File: src/rtl/axa_mult_arbiter_if.sv
// Signal bundle between axa_mult_arbiter, its client engines and the shared 2x2 multiplier.
// The master view is the arbiter itself; the slave view is everything around it.
interface axa_mult_arbiter_if #(
   parameter int NUM_REQ = 4,
   parameter int CNT_W   = 16
);
   logic [NUM_REQ-1:0]     input_Req;
   logic [NUM_REQ*128-1:0] input_Req_A;
   logic [NUM_REQ*128-1:0] input_Req_B;
   logic [NUM_REQ-1:0]     input_Done_Ack;
   logic [NUM_REQ-1:0]     output_Grant;
   logic [NUM_REQ-1:0]     output_Done;
   logic [31:0]            output_C11, output_C12, output_C21, output_C22;
   logic                   output_Mult_Start;
   logic                   output_Mult_Stable;
   logic [31:0]            output_Mult_A11, output_Mult_A12, output_Mult_A21, output_Mult_A22;
   logic [31:0]            output_Mult_B11, output_Mult_B12, output_Mult_B21, output_Mult_B22;
   logic                   input_Mult_AB_Ack;
   logic                   input_Mult_Stable;
   logic [31:0]            input_Mult_C11, input_Mult_C12, input_Mult_C21, input_Mult_C22;
   logic                   output_Mult_C_Ack;
   logic                   output_Busy;
   logic [CNT_W-1:0]       output_Op_Count;

   modport master (
      input  input_Req, input_Req_A, input_Req_B, input_Done_Ack,
      input  input_Mult_AB_Ack, input_Mult_Stable,
      input  input_Mult_C11, input_Mult_C12, input_Mult_C21, input_Mult_C22,
      output output_Grant, output_Done,
      output output_C11, output_C12, output_C21, output_C22,
      output output_Mult_Start, output_Mult_Stable, output_Mult_C_Ack,
      output output_Mult_A11, output_Mult_A12, output_Mult_A21, output_Mult_A22,
      output output_Mult_B11, output_Mult_B12, output_Mult_B21, output_Mult_B22,
      output output_Busy, output_Op_Count
   );

   modport slave (
      output input_Req, input_Req_A, input_Req_B, input_Done_Ack,
      output input_Mult_AB_Ack, input_Mult_Stable,
      output input_Mult_C11, input_Mult_C12, input_Mult_C21, input_Mult_C22,
      input  output_Grant, output_Done,
      input  output_C11, output_C12, output_C21, output_C22,
      input  output_Mult_Start, output_Mult_Stable, output_Mult_C_Ack,
      input  output_Mult_A11, output_Mult_A12, output_Mult_A21, output_Mult_A22,
      input  output_Mult_B11, output_Mult_B12, output_Mult_B21, output_Mult_B22,
      input  output_Busy, output_Op_Count
   );
endinterface

File: src/rtl/axa_mult_arbiter.sv
// Round-robin scheduler sharing one 2x2 single-precision matrix multiplier among NUM_REQ clients.
// Latches the winner's operands, runs the Start/Stable/C_Ack handshake and returns C via Done/Ack.
module axa_mult_arbiter #(
   parameter int NUM_REQ = 4,
   parameter int CNT_W   = 16
) (
   input logic                input_Clk,
   input logic                input_Reset_n,
   axa_mult_arbiter_if.master bus
);
   localparam int IDX_W = (NUM_REQ > 1) ? $clog2(NUM_REQ) : 1;

   typedef enum logic [2:0] {
      S_IDLE,
      S_ISSUE,
      S_WAIT,
      S_RELEASE,
      S_DELIVER
   } state_t;

   state_t             state;
   logic [IDX_W-1:0]   ptr;
   logic [IDX_W-1:0]   idx;
   logic [IDX_W-1:0]   win_idx;
   logic               win_valid;
   logic [127:0]       a_q;
   logic [127:0]       b_q;
   logic [127:0]       c_q;
   logic [NUM_REQ-1:0] grant;
   logic [NUM_REQ-1:0] done;
   logic               start;
   logic               stable;
   logic               c_ack;
   logic               busy;
   logic [CNT_W-1:0]   op_count;

   function automatic logic [NUM_REQ-1:0] onehot(input logic [IDX_W-1:0] i);
      return NUM_REQ'(1) << i;
   endfunction

   // Scan from farthest to nearest distance above the pointer so the nearest request wins.
   // NOTE: every variable gets a default before the loop, so no path leaves one unassigned and no latch is inferred.
   always_comb begin
      int               j;
      logic [IDX_W-1:0] j_idx;
      win_valid = 1'b0;
      win_idx   = '0;
      j         = 0;
      j_idx     = '0;
      for (int k = NUM_REQ - 1; k >= 0; k--) begin
         j = int'(ptr) + k;
         if (j >= NUM_REQ) j = j - NUM_REQ;
         j_idx = IDX_W'(j);
         if (bus.input_Req[j_idx]) begin
            win_valid = 1'b1;
            win_idx   = j_idx;
         end
      end
   end

   // NOTE: sequential state uses non-blocking assignments only, so every branch reads pre-edge values.
   always_ff @(posedge input_Clk or negedge input_Reset_n) begin
      if (!input_Reset_n) begin
         state    <= S_IDLE;
         ptr      <= '0;
         idx      <= '0;
         // NOTE: operand and result registers are reset too, because they drive outputs that must read zero.
         a_q      <= '0;
         b_q      <= '0;
         c_q      <= '0;
         grant    <= '0;
         done     <= '0;
         start    <= 1'b0;
         stable   <= 1'b0;
         c_ack    <= 1'b0;
         busy     <= 1'b0;
         op_count <= '0;
      end else begin
         case (state)
            S_IDLE: begin
               if (win_valid) begin
                  idx    <= win_idx;
                  a_q    <= bus.input_Req_A[128*win_idx +: 128];
                  b_q    <= bus.input_Req_B[128*win_idx +: 128];
                  grant  <= onehot(win_idx);
                  busy   <= 1'b1;
                  start  <= 1'b1;
                  stable <= 1'b1;
                  state  <= S_ISSUE;
               end
            end
            S_ISSUE: begin
               if (bus.input_Mult_AB_Ack) begin
                  start <= 1'b0;
                  state <= S_WAIT;
               end
            end
            S_WAIT: begin
               if (bus.input_Mult_Stable) begin
                  c_q    <= {bus.input_Mult_C11, bus.input_Mult_C12,
                             bus.input_Mult_C21, bus.input_Mult_C22};
                  stable <= 1'b0;
                  c_ack  <= 1'b1;
                  state  <= S_RELEASE;
               end
            end
            S_RELEASE: begin
               if (!bus.input_Mult_Stable) begin
                  c_ack <= 1'b0;
                  done  <= onehot(idx);
                  state <= S_DELIVER;
               end
            end
            S_DELIVER: begin
               // Only the granted requester's ack can close the delivery.
               if (bus.input_Done_Ack[idx]) begin
                  done     <= '0;
                  grant    <= '0;
                  busy     <= 1'b0;
                  op_count <= op_count + CNT_W'(1);
                  ptr      <= (int'(idx) == NUM_REQ - 1) ? '0 : idx + IDX_W'(1);
                  state    <= S_IDLE;
               end
            end
            default: state <= S_IDLE;
         endcase
      end
   end

   assign bus.output_Grant       = grant;
   assign bus.output_Done        = done;
   assign bus.output_Busy        = busy;
   assign bus.output_Op_Count    = op_count;
   assign bus.output_Mult_Start  = start;
   assign bus.output_Mult_Stable = stable;
   assign bus.output_Mult_C_Ack  = c_ack;

   assign bus.output_C11 = c_q[127:96];
   assign bus.output_C12 = c_q[95:64];
   assign bus.output_C21 = c_q[63:32];
   assign bus.output_C22 = c_q[31:0];

   assign bus.output_Mult_A11 = a_q[127:96];
   assign bus.output_Mult_A12 = a_q[95:64];
   assign bus.output_Mult_A21 = a_q[63:32];
   assign bus.output_Mult_A22 = a_q[31:0];
   assign bus.output_Mult_B11 = b_q[127:96];
   assign bus.output_Mult_B12 = b_q[95:64];
   assign bus.output_Mult_B21 = b_q[63:32];
   assign bus.output_Mult_B22 = b_q[31:0];
endmodule

File: src/flat_wrapper.sv
// flat-port wrapper written by rule: the top's interface ports become plain ports
module axa_mult_arbiter_flat 
#(
   parameter int NUM_REQ = 4,
   parameter int CNT_W   = 16
)
  (input_Clk, input_Reset_n, bus_input_Req, bus_input_Req_A, bus_input_Req_B, bus_input_Done_Ack, bus_input_Mult_AB_Ack, bus_input_Mult_Stable, bus_input_Mult_C11, bus_input_Mult_C12, bus_input_Mult_C21, bus_input_Mult_C22, bus_output_Grant, bus_output_Done, bus_output_C11, bus_output_C12, bus_output_C21, bus_output_C22, bus_output_Mult_Start, bus_output_Mult_Stable, bus_output_Mult_C_Ack, bus_output_Mult_A11, bus_output_Mult_A12, bus_output_Mult_A21, bus_output_Mult_A22, bus_output_Mult_B11, bus_output_Mult_B12, bus_output_Mult_B21, bus_output_Mult_B22, bus_output_Busy, bus_output_Op_Count);
  axa_mult_arbiter_if #(.NUM_REQ(NUM_REQ), .CNT_W(CNT_W)) bus_i ();
  input logic input_Clk;
  input logic input_Reset_n;
  input wire logic [$bits(bus_i.input_Req)-1:0] bus_input_Req;
  input wire logic [$bits(bus_i.input_Req_A)-1:0] bus_input_Req_A;
  input wire logic [$bits(bus_i.input_Req_B)-1:0] bus_input_Req_B;
  input wire logic [$bits(bus_i.input_Done_Ack)-1:0] bus_input_Done_Ack;
  input wire logic [$bits(bus_i.input_Mult_AB_Ack)-1:0] bus_input_Mult_AB_Ack;
  input wire logic [$bits(bus_i.input_Mult_Stable)-1:0] bus_input_Mult_Stable;
  input wire logic [$bits(bus_i.input_Mult_C11)-1:0] bus_input_Mult_C11;
  input wire logic [$bits(bus_i.input_Mult_C12)-1:0] bus_input_Mult_C12;
  input wire logic [$bits(bus_i.input_Mult_C21)-1:0] bus_input_Mult_C21;
  input wire logic [$bits(bus_i.input_Mult_C22)-1:0] bus_input_Mult_C22;
  output wire logic [$bits(bus_i.output_Grant)-1:0] bus_output_Grant;
  output wire logic [$bits(bus_i.output_Done)-1:0] bus_output_Done;
  output wire logic [$bits(bus_i.output_C11)-1:0] bus_output_C11;
  output wire logic [$bits(bus_i.output_C12)-1:0] bus_output_C12;
  output wire logic [$bits(bus_i.output_C21)-1:0] bus_output_C21;
  output wire logic [$bits(bus_i.output_C22)-1:0] bus_output_C22;
  output wire logic [$bits(bus_i.output_Mult_Start)-1:0] bus_output_Mult_Start;
  output wire logic [$bits(bus_i.output_Mult_Stable)-1:0] bus_output_Mult_Stable;
  output wire logic [$bits(bus_i.output_Mult_C_Ack)-1:0] bus_output_Mult_C_Ack;
  output wire logic [$bits(bus_i.output_Mult_A11)-1:0] bus_output_Mult_A11;
  output wire logic [$bits(bus_i.output_Mult_A12)-1:0] bus_output_Mult_A12;
  output wire logic [$bits(bus_i.output_Mult_A21)-1:0] bus_output_Mult_A21;
  output wire logic [$bits(bus_i.output_Mult_A22)-1:0] bus_output_Mult_A22;
  output wire logic [$bits(bus_i.output_Mult_B11)-1:0] bus_output_Mult_B11;
  output wire logic [$bits(bus_i.output_Mult_B12)-1:0] bus_output_Mult_B12;
  output wire logic [$bits(bus_i.output_Mult_B21)-1:0] bus_output_Mult_B21;
  output wire logic [$bits(bus_i.output_Mult_B22)-1:0] bus_output_Mult_B22;
  output wire logic [$bits(bus_i.output_Busy)-1:0] bus_output_Busy;
  output wire logic [$bits(bus_i.output_Op_Count)-1:0] bus_output_Op_Count;
  assign bus_i.input_Req = bus_input_Req;
  assign bus_i.input_Req_A = bus_input_Req_A;
  assign bus_i.input_Req_B = bus_input_Req_B;
  assign bus_i.input_Done_Ack = bus_input_Done_Ack;
  assign bus_i.input_Mult_AB_Ack = bus_input_Mult_AB_Ack;
  assign bus_i.input_Mult_Stable = bus_input_Mult_Stable;
  assign bus_i.input_Mult_C11 = bus_input_Mult_C11;
  assign bus_i.input_Mult_C12 = bus_input_Mult_C12;
  assign bus_i.input_Mult_C21 = bus_input_Mult_C21;
  assign bus_i.input_Mult_C22 = bus_input_Mult_C22;
  assign bus_output_Grant = bus_i.output_Grant;
  assign bus_output_Done = bus_i.output_Done;
  assign bus_output_C11 = bus_i.output_C11;
  assign bus_output_C12 = bus_i.output_C12;
  assign bus_output_C21 = bus_i.output_C21;
  assign bus_output_C22 = bus_i.output_C22;
  assign bus_output_Mult_Start = bus_i.output_Mult_Start;
  assign bus_output_Mult_Stable = bus_i.output_Mult_Stable;
  assign bus_output_Mult_C_Ack = bus_i.output_Mult_C_Ack;
  assign bus_output_Mult_A11 = bus_i.output_Mult_A11;
  assign bus_output_Mult_A12 = bus_i.output_Mult_A12;
  assign bus_output_Mult_A21 = bus_i.output_Mult_A21;
  assign bus_output_Mult_A22 = bus_i.output_Mult_A22;
  assign bus_output_Mult_B11 = bus_i.output_Mult_B11;
  assign bus_output_Mult_B12 = bus_i.output_Mult_B12;
  assign bus_output_Mult_B21 = bus_i.output_Mult_B21;
  assign bus_output_Mult_B22 = bus_i.output_Mult_B22;
  assign bus_output_Busy = bus_i.output_Busy;
  assign bus_output_Op_Count = bus_i.output_Op_Count;
  axa_mult_arbiter #(.NUM_REQ(NUM_REQ), .CNT_W(CNT_W)) u_core (.input_Clk(input_Clk), .input_Reset_n(input_Reset_n), .bus(bus_i));
endmodule
File: config.mk
export PLATFORM = sky130hd
export DESIGN_NAME = axa_mult_arbiter_flat
export DESIGN_NICKNAME = d
export VERILOG_FILES = /design/src/rtl/axa_mult_arbiter_if.sv /design/src/rtl/axa_mult_arbiter.sv /design/src/flat_wrapper.sv
export SDC_FILE = /design/constraint.sdc
export NUM_CORES = 1
export LEC_CHECK = 0
export ABC_AREA = 1
export BUFFER_PORTS_ARGS = -buffer_cell sky130_fd_sc_hd__buf_4
export CORE_AREA = 2 2 612 614
export CTS_BUF_LIST = sky130_fd_sc_hd__clkbuf_8 sky130_fd_sc_hd__clkbuf_16
export DETAILED_ROUTE_END_ITERATION = 10
export DIE_AREA = 0 0 614 616
export GPL_TIMING_DRIVEN = 0
export SYNTH_ARGS = -nofsm -noshare
export SYNTH_HDL_FRONTEND = slang
export SYNTH_SLANG_ARGS = --single-unit
File: constraint.sdc
create_clock -name input_Clk -period 3.4 [get_ports input_Clk]
set_clock_uncertainty 0.05 [all_clocks]
set_input_delay 0.68 -clock input_Clk [delete_from_list [all_inputs] [get_ports input_Clk]]
set_output_delay 0.68 -clock input_Clk [all_outputs]
set_load 0.01 [all_outputs]
======== Word-level counts from Yosys, hierarchy flattened ========
Index checks and enable logic that the tools add are counted.
storage, ports and cells
  bits in registers ....................... 419
  input port bits ......................... 1164
  output and inout port bits .............. 412
  word-level logic and storage cells ...... 104
cells by class
  $add $sub $neg .......................... 9
  $lt $le $gt $ge ......................... 9
  equal/unequal tests ..................... 10
  shifts and indexed selects .............. 4
  muxes and demuxes ....................... 44
  reduce and logical (&&, ||, !) cells .... 15
operator list
  cell                                                       count
  indexed part select 512 x 10 -> 128 bit                    2
  2-to-1 mux 2 bit                                           9
  adder 16 x 1 -> 16 bit (second input constant)             1
  one-hot mux 4 bit (2 select lines)                         2
  < comparator 2 x 3 -> 1 bit (second input constant)        5
  2-to-1 mux 1 bit                                           15
  2-to-1 mux 3 bit                                           5
  one-hot mux 3 bit (5 select lines)                         1
  AND reduction 3 bit                                        5
  2-to-1 mux 4 bit                                           3
  binary-select mux 1 bit (select 2 bit)                     5
  nonzero test 2 bit                                         5
  greater-or-equal comparator 3 bit (second input constant)  3
  one-hot mux 1 bit (2 select lines)                         4
  << shifter 1 x 2 -> 4 bit (first input constant)           2
  subtractor 2 x 1 -> 2 bit (second input constant)          4
  adder 2 x 2 -> 3 bit (second input constant)               2
  equality test 3 x 2 -> 1 bit (second input constant)       2
  != test 2 bit (second input constant)                      3
  AND reduction 2 bit                                        3
  AND reduction 5 bit                                        1
  != test 2 x 1 -> 1 bit (second input constant)             2
  adder 2 x 1 -> 3 bit (second input constant)               1
  equality test 3 x 1 -> 1 bit (second input constant)       1
  5 further kinds                                            5

======== Longest topological paths before layout ========
Gate-level depths: netlist of the first run.
  depth in word-level cells ............... 12
  depth in mapped cells ................... 17
  mapped depth without buffers ............ 14

======== Least setup slack after synthesis of the first run ========
OpenSTA, ideal clock, no wires.
  kind .................................... input -> register
  start point ............................. in bus_input_Req[1]
  end point ............................... reg u_core.a_q[13]
  library setup time ...................... 0.117 ns
  arrival ................................. 1.993 ns
  required time ........................... 3.233 ns
  path slack .............................. 1.240 ns
  stages on the path ...................... 17
  path buffers ............................ 3
  path through ............................ inv_1 -> nand2_1 -> nand3_1 -> nand2_1 -> nand3_1 -> nand2_1 -> nand2_2 -> nand2_2 -> buf_6 -> buf_6 -> buf_4 -> nand2_1 -> nand2_1 -> nand2_1 -> nand2_1 -> nand2_1 -> nand2_1
between the ends
  cells in the longest elaborated chain, start to end .. 7
  elaborated cells on any way between the ends .. 18
  those cells by class .................... shift (1); mux (16); reduce/logical (1)
ends and longest elaborated chain
  what                                                                            RTL line                source
  start: declaration                                                              flat_wrapper.sv:11      input wire logic [$bits(bus_i.input_Req)-1:0] bus_input_Req;
  binary-select mux 1 bit (select 2 bit)                                          axa_mult_arbiter.sv:54  if (bus.input_Req[j_idx]) begin
  2-to-1 mux 1 bit (not written as such)                                          axa_mult_arbiter.sv:54
  2-to-1 mux 2 bit or 2-to-1 mux 1 bit (tied branches) (4 in series)              axa_mult_arbiter.sv:54
  indexed part select 512 x 10 -> 128 bit or AND reduction 2 bit (tied branches)  --
  end signal: assignment                                                          axa_mult_arbiter.sv:83  a_q <= bus.input_Req_A[128*win_idx +: 128];
  end: declaration                                                                axa_mult_arbiter.sv:26  logic [127:0] a_q;
Parallel ways exist; a longest one is shown, timed or not. The select of a mux whose other input is x is not followed.
A chain may end at the register's enable or synchronous reset.

======== Worst setup path after layout of the first run ========
  start point ............................. in u_core.ptr[0]
  end point ............................... reg u_core.a_q[92]
between the ends
  cells in the longest elaborated chain, start to end .. 10
  elaborated cells on any way between the ends .. 33
  those cells by class .................... add/sub (7); order compare (4); shift (1); mux (20); reduce/logical (1)
ends and longest elaborated chain
  what                                                                            RTL line                source
  start: declaration                                                              axa_mult_arbiter.sv:22  logic [IDX_W-1:0] ptr;
  adder 2 x 2 -> 3 bit                                                            axa_mult_arbiter.sv:51  j = int'(ptr) + k;
  greater-or-equal comparator 3 bit or subtractor 2 x 1 -> 2 bit (tied branches)  axa_mult_arbiter.sv:52  if (j >= NUM_REQ) j = j - NUM_REQ;
  2-to-1 mux 2 bit                                                                axa_mult_arbiter.sv:52
  binary-select mux 1 bit (select 2 bit)                                          axa_mult_arbiter.sv:54
  2-to-1 mux 1 bit (not written as such)                                          axa_mult_arbiter.sv:54
  2-to-1 mux 2 bit or 2-to-1 mux 1 bit (tied branches) (4 in series)              axa_mult_arbiter.sv:54
  indexed part select 512 x 10 -> 128 bit or AND reduction 2 bit (tied branches)  --
Parallel ways exist; a longest one is shown, timed or not. The select of a mux whose other input is x is not followed.

==> results of run 1 <==
==> power breakdown <==
group / internal [µW] / switching [µW]
Combinational: 11600 / 32600
Sequential: 7320 / 1560
Clock: 3910 / 3040
==> per-stage QoR <==
step | setup WS, ps | instance area, µm²
floorplan | 1240 | 26600
global placement | -3820 | 44700
detailed placement | -1090 | 44900
CTS | -51.1 | 47500
global route | -3.23 | 47600
finish | 104 | 47700
==> layer usage <==
layer / wire length, µm / global-route usage (%) / share of wire [%]
met1: 131000 / 20.0 / 36
met2: 165000 / 29.7 / 45
met3: 57900 / 12.3 / 16
met4: 14300 / 6.20 / 3.9
met5: 1050 / 0 / 0.28
==> timing repair <==
action / in CTS / in global routing
gates resized for setup: 54 / 46
hold buffers: 36 / 0
hold endpoints to repair: 72 / 0
setup endpoints to repair: 294 / 87
==> state kept, by name (all words and copies together) (netlist names), 3 cells and up <==
register / cells
u_core.c_q: 128
u_core.bus.output_Op_Count: 16
u_core.b_q: 128
u_core.state: 3
u_core.bus.output_Grant: 4
u_core.bus.output_Done: 4
u_core.a_q: 128
==> path summary, 6_finish.rpt <==
path	from	end	slack [ps]	depth (start not counted)
min in group asynchronous	input_Reset_n	u_core.b_q[125]$_DFFE_PN0P_	380	2
min	bus_input_Mult_C12[31]	u_core.c_q[95]$_DFFE_PN0P_	100	3
min reg2reg	u_core.c_q[124]$_DFFE_PN0P_	u_core.c_q[124]$_DFFE_PN0P_	430	2
max in group asynchronous	input_Reset_n	u_core.b_q[22]$_DFFE_PN0P_	1240	4
max	u_core.ptr[0]$_DFFE_PN0P_	u_core.a_q[92]$_DFFE_PN0P_	100	14
max reg2reg	u_core.ptr[0]$_DFFE_PN0P_	u_core.a_q[92]$_DFFE_PN0P_	100	14
==> critical path, stage by stage (launching register included) <==
cell and delay, ps:
dfrtp_1 390, buf_4 180, nand2_1 90, nand3_1 120
nand2_1 80, nand3_1 130, nand3_4 210, buf_2 550
clkbuf_1 490, nand3_1 390, nand2_1 160, nand2_1 60
nand2_1 60, nand2_1 100, nand2_1 100
==> final cells by class <==
class | count | area (µm²)
buffer | 310 | 1740
antenna | 73 | 183
clock inverter | 46 | 547
tap | 4972 | 6220
fill | 43500 | 324000
multi-input combinational | 3611 | 14500
sequential | 419 | 10500
timing repair buffer | 1618 | 12400
inverter | 35 | 131
clock buffer | 65 | 1570
==> placed cells by master, fill, tap and decap left out, drive strengths merged, types with 3 or more instances in the layout <==
| cell | Yosys | final |
|---|---|---|
| ha | 5 | 5 |
| o31ai | 5 | 5 |
| clkinvlp | 0 | 8 |
| buf | 151 | 1726 |
| xor2 | 5 | 5 |
| o21ai | 18 | 18 |
| nand3 | 538 | 538 |
| nand2 | 3004 | 3004 |
| dlygate4sd3 | 0 | 36 |
| a21oi | 3 | 3 |
| clkinv | 0 | 18 |
| nor2 | 17 | 17 |
| bufinv | 0 | 7 |
| dfrtp | 419 | 419 |
| diode | 0 | 73 |
| xnor2 | 9 | 9 |
| clkbuf | 162 | 231 |
| inv | 35 | 48 |
==> cells by family (layout without fill, tap and decap cells) <==
family	count (synthesis)	in the layout	synth area share (%)
compound gates	26	26	0.536
xor+xnor	14	14	0.461
other cells	0	73	0
fa+ha+maj	5	5	0.235
buf+inv	348	2074	6.48
simple gates	3566	3566	52.9
flops	419	419	39.4
==> impl_metrics.env, run 1 <==
export IMPL_dp_hpwl_um=331000
export IMPL_cts_tree="built"
export IMPL_grt_pass1_vias=36000
export IMPL_yosys_top_cells_count="nand2_1 (3001), nand3_1 (537), dfrtp_1 (419), clkbuf_1 (162), buf_2 (89)"
export IMPL_syn_inst=4378
export IMPL_synth_ff_type="dfrtp_1"
export IMPL_first_pass_iters=6
export IMPL_yosysMostFrequentCell="nand2_1"
export IMPL_routed_via_density=3.45
export IMPL_p_total_uw=60000
export IMPL_start_util_pct=7.17
export IMPL_die_height_um=616
export IMPL_maxCapViolations=0
export IMPL_vias=38500
export IMPL_hold_violations=0
export IMPL_fp_coreArea_um2=371000
export IMPL_finalCriticalPeriod_ps=3300
export IMPL_io_pins=1576
export IMPL_synth_edff_count=0
export IMPL_synth_area_leaders="nand2_1 (42%), dfrtp_1 (39%), nand3_1 (10%)"
export IMPL_run_status="finished clean"
export IMPL_root_buffer="clkbuf_16"
export IMPL_h_tree_depth=2
export IMPL_leakage_uw=0.0255
export IMPL_ir_drop_uv=859
export IMPL_synth_top_cell_area_share_pct=42.3
export IMPL_final_net_count=7224
export IMPL_endpoint_kind="register"
export IMPL_clkTransAtPathRegs_ps=70
export IMPL_final_util_pct=12.8
export IMPL_drc=0
export IMPL_worst_ep_required_time_ps=4010
export IMPL_grt_pass1_wl_um=445000
export IMPL_cellPowerDensity_nw_per_um2=1260
export IMPL_yosysTopAreaCell="nand2_1"
export IMPL_finalNonFillerCells=11100
export IMPL_io_buffers=1575
export IMPL_seq_area_frac_synth_pct=39.4
export IMPL_gp_congestion=0.983
export IMPL_drt_wl_total_um=369000
export IMPL_grt_overflow=0
export IMPL_period_share_pct=97.0
export IMPL_yosys_warnings=0
export IMPL_place_inst=10900
export IMPL_die_w_um=614
export IMPL_post_cts_setup_buffers=0
export IMPL_drtIter0Drc=4102
export IMPL_fin_setup_tns_ps=0
export IMPL_critPathMaxFanout=10
export IMPL_ys_seq_elements=419
export IMPL_grt_usage_pct=18.8
export IMPL_cts_made_buffers=60
export IMPL_worst_hold_slack_ps=97.1
export IMPL_path_class="reg -> reg"
export IMPL_areaGrowthSynthToFinish_pct=79.2
export IMPL_fmax_ghz=0.303
export IMPL_tightest_slew_ps=1140
export IMPL_grt_start_max_net_pins=109
export IMPL_holdCritPathClass="in -> reg"
export IMPL_clock_latency_ps=770
export IMPL_drive_above_1_share_pct=30.8
export IMPL_synthArstFlopShare_pct=100
export IMPL_antenna_found_initial=205
export IMPL_ant_nets=0
export IMPL_rows=224
export IMPL_setup_violations_final=0
export IMPL_cts_sinks=419
export IMPL_cp_arrival_ps=3910
export IMPL_wire_per_inst_um=33.1
export IMPL_rsz0062_at_grt="yes"
export IMPL_startpoint_type="register"
export IMPL_cts_buffer_depth=3
export IMPL_slew_headroom_pct=24.2
export IMPL_dieArea_um2=378000
export IMPL_synth_cell_type_count=26
export IMPL_drv_slew=0
export IMPL_synth_area_um2=26600
export IMPL_synth_area_per_cell_um2=6.08
export IMPL_synth_nets=5547
Power figures use the tool's default switching activity.
==> run 2: changes to the inputs <==
--- a/config.mk
+++ b/config.mk
@@ -7,10 +7,10 @@
 export LEC_CHECK = 0
 export ABC_AREA = 1
 export BUFFER_PORTS_ARGS = -buffer_cell sky130_fd_sc_hd__buf_4
-export CORE_AREA = 2 2 612 614
+export CORE_AREA = 10 10 602 604
 export CTS_BUF_LIST = sky130_fd_sc_hd__clkbuf_8 sky130_fd_sc_hd__clkbuf_16
 export DETAILED_ROUTE_END_ITERATION = 10
-export DIE_AREA = 0 0 614 616
+export DIE_AREA = 0 0 612 614
 export GPL_TIMING_DRIVEN = 0
 export SYNTH_ARGS = -nofsm -noshare
 export SYNTH_HDL_FRONTEND = slang
==> run 2 against run 1 <==
  * Sequential power fell by 1%
  * Register-to-register slack improved by 30 ps
  * First-iteration DRC count up 0.61%
  * Clock power up 2%
  * Die area down 0.65%
  * Highest routed layer unchanged
==> impl_metrics.env, run 2 (synthesis gave the netlist of run 1 again) <==
export IMPL_drv_slew=0
export IMPL_start_util_pct=7.59
export IMPL_p_total_uw=59500
export IMPL_hold_violations=0
export IMPL_vias=38500
export IMPL_drc=0
export IMPL_startpoint_type="register"
export IMPL_run_status="finished clean"
export IMPL_leakage_uw=0.0254
export IMPL_dieArea_um2=376000
export IMPL_endpoint_kind="register"
export IMPL_cts_buffer_depth=3
export IMPL_ant_nets=0
export IMPL_cts_sinks=419
export IMPL_grt_usage_pct=18.4
export IMPL_most_common_layout_cells="nand2_1 (2997), buf_4 (1595), nand3_1 (536)"
export IMPL_wire_per_inst_um=34.0
export IMPL_rsz0062_at_grt="yes"
export IMPL_clkTransAtPathRegs_ps=70
export IMPL_maxCapViolations=0
export IMPL_gp_congestion=0.979
export IMPL_drt_wl_total_um=366000
export IMPL_die_w_um=612
export IMPL_drive_above_1_share_pct=31.0
export IMPL_period_share_pct=96.0
export IMPL_finalCriticalPeriod_ps=3260
export IMPL_slew_headroom_pct=28.9
export IMPL_final_net_count=7190
export IMPL_crit_path_cell_trace="buf_4, nand2_1, nand3_1, nand2_1, nand3_1, nand3_4, buf_4, clkbuf_1, nand3_1, nand2_1, nand2_1, nand2_1, nand2_1, nand2_1"
export IMPL_crit_path_start="u_core.ptr[0]$_DFFE_PN0P_"
export IMPL_grt_pass1_vias=35900
export IMPL_critPathMaxFanout=10
export IMPL_grt_pass1_wl_um=440000
export IMPL_areaGrowthSynthToFinish_pct=76.4
export IMPL_grt_overflow=0
export IMPL_fmax_ghz=0.307
export IMPL_finalInstanceArea_um2=47000
export IMPL_h_tree_depth=2
export IMPL_drtIter0Drc=4127
export IMPL_holdCritPathClass="in -> reg"
export IMPL_top_regs="u_core.a_q (128), u_core.b_q (128), u_core.c_q (128)"
export IMPL_grt_start_max_net_pins=112
export IMPL_n_fill_cell=41000
export IMPL_cts_tree="built"
export IMPL_setup_violations_final=0
export IMPL_cp_arrival_ps=3890
export IMPL_routed_via_density=3.58
export IMPL_rows=218
export IMPL_io_pins=1576
export IMPL_rr_startpoint="u_core.ptr[0]$_DFFE_PN0P_"
export IMPL_antenna_found_initial=205
export IMPL_path_class="reg -> reg"
export IMPL_clock_latency_ps=750
export IMPL_dp_hpwl_um=328000
export IMPL_io_buffers=1575
export IMPL_root_buffer="clkbuf_16"
export IMPL_first_pass_iters=6
export IMPL_worst_ep_required_time_ps=4030
export IMPL_tightest_slew_ps=1060
export IMPL_fp_coreArea_um2=351000
export IMPL_holdCritStartpoint="bus_input_Mult_C11[17]"
export IMPL_cpMostUsedCell="nand2_1"
export IMPL_die_height_um=614
export IMPL_cellPowerDensity_nw_per_um2=1270
export IMPL_place_area_um2=44400
export IMPL_ir_drop_uv=596
export IMPL_post_cts_setup_buffers=0
export IMPL_layout_commonest_cell="nand2_1"
export IMPL_cts_made_buffers=61
export IMPL_slowest_delay_ps=670
export IMPL_cp_slowest_cell="clkbuf_1"
run 2: final cells by class:
cell class / count / area [µm²] / share of cell area [%]
buffer: 309 / 1740 / 3.71
sequential: 419 / 10500 / 22.3
clock inverter: 47 / 543 / 1.16
inverter: 35 / 131 / 0.280
clock buffer: 68 / 1620 / 3.46
multi-input combinational: 3611 / 14400 / 30.8
timing repair buffer: 1584 / 12000 / 25.6
antenna: 73 / 183 / 0.389
tap: 4620 / 5780 / 12.3
run 2: final timing paths:
check / to / slack (ps) / cells past startpoint
worst max register to register: u_core.b_q[71]$_DFFE_PN0P_ / 140 / 14
worst min register to register: u_core.b_q[11]$_DFFE_PN0P_ / 430 / 2
worst max-delay path: u_core.b_q[71]$_DFFE_PN0P_ / 140 / 14
max in group asynchronous: u_core.bus.output_Op_Count[6]$_DFFE_PN0P_ / 1070 / 4
min in group asynchronous: u_core.b_q[106]$_DFFE_PN0P_ / 460 / 2
worst min-delay path: u_core.c_q[113]$_DFFE_PN0P_ / 80 / 3
run 2: critical path, delay by kind of cell, from the launching register on:
family	cells	cell delay, ps
buf+inv	3	1300
flops	1	390
simple gates	11	1270
run 2: per-layer routing:
metal,global-route usage (%),share of wire [%]
met2,29.4,45
met3,13.5,17
met1,19.3,34
met5,0,0.24
met4,4.30,2.7
run 2: timing repair:
| action | 4_1_cts | 5_1_grt |
|---|---|---|
| hold endpoints to repair | 65 | 0 |
| setup endpoints to repair | 178 | 153 |
| hold buffers | 1 | 0 |
| gates resized for setup | 35 | 63 |
run 2: through the flow:
stage               hold WS, ps  worst slack, ps  TNS [ps]  instances  utilization [%]
floorplan                   334             1240         0       4378                -
global placement            410            -3920  -1939380      10600             12.6
detailed placement          413            -1320    -82460      10600             12.7
CTS                        15.0            -62.7      -131      10700             13.3
global route               68.6             4.74         0      10700             13.4
finish                     81.1              137         0      10800             13.4
run 2: report_power, final:
group | internal, µW | switching [µW] | leakage (µW)
Combinational | 11600 | 32000 | 0.0191
Clock | 4070 | 3050 | 0.00105
Sequential | 7320 | 1450 | 0.00528
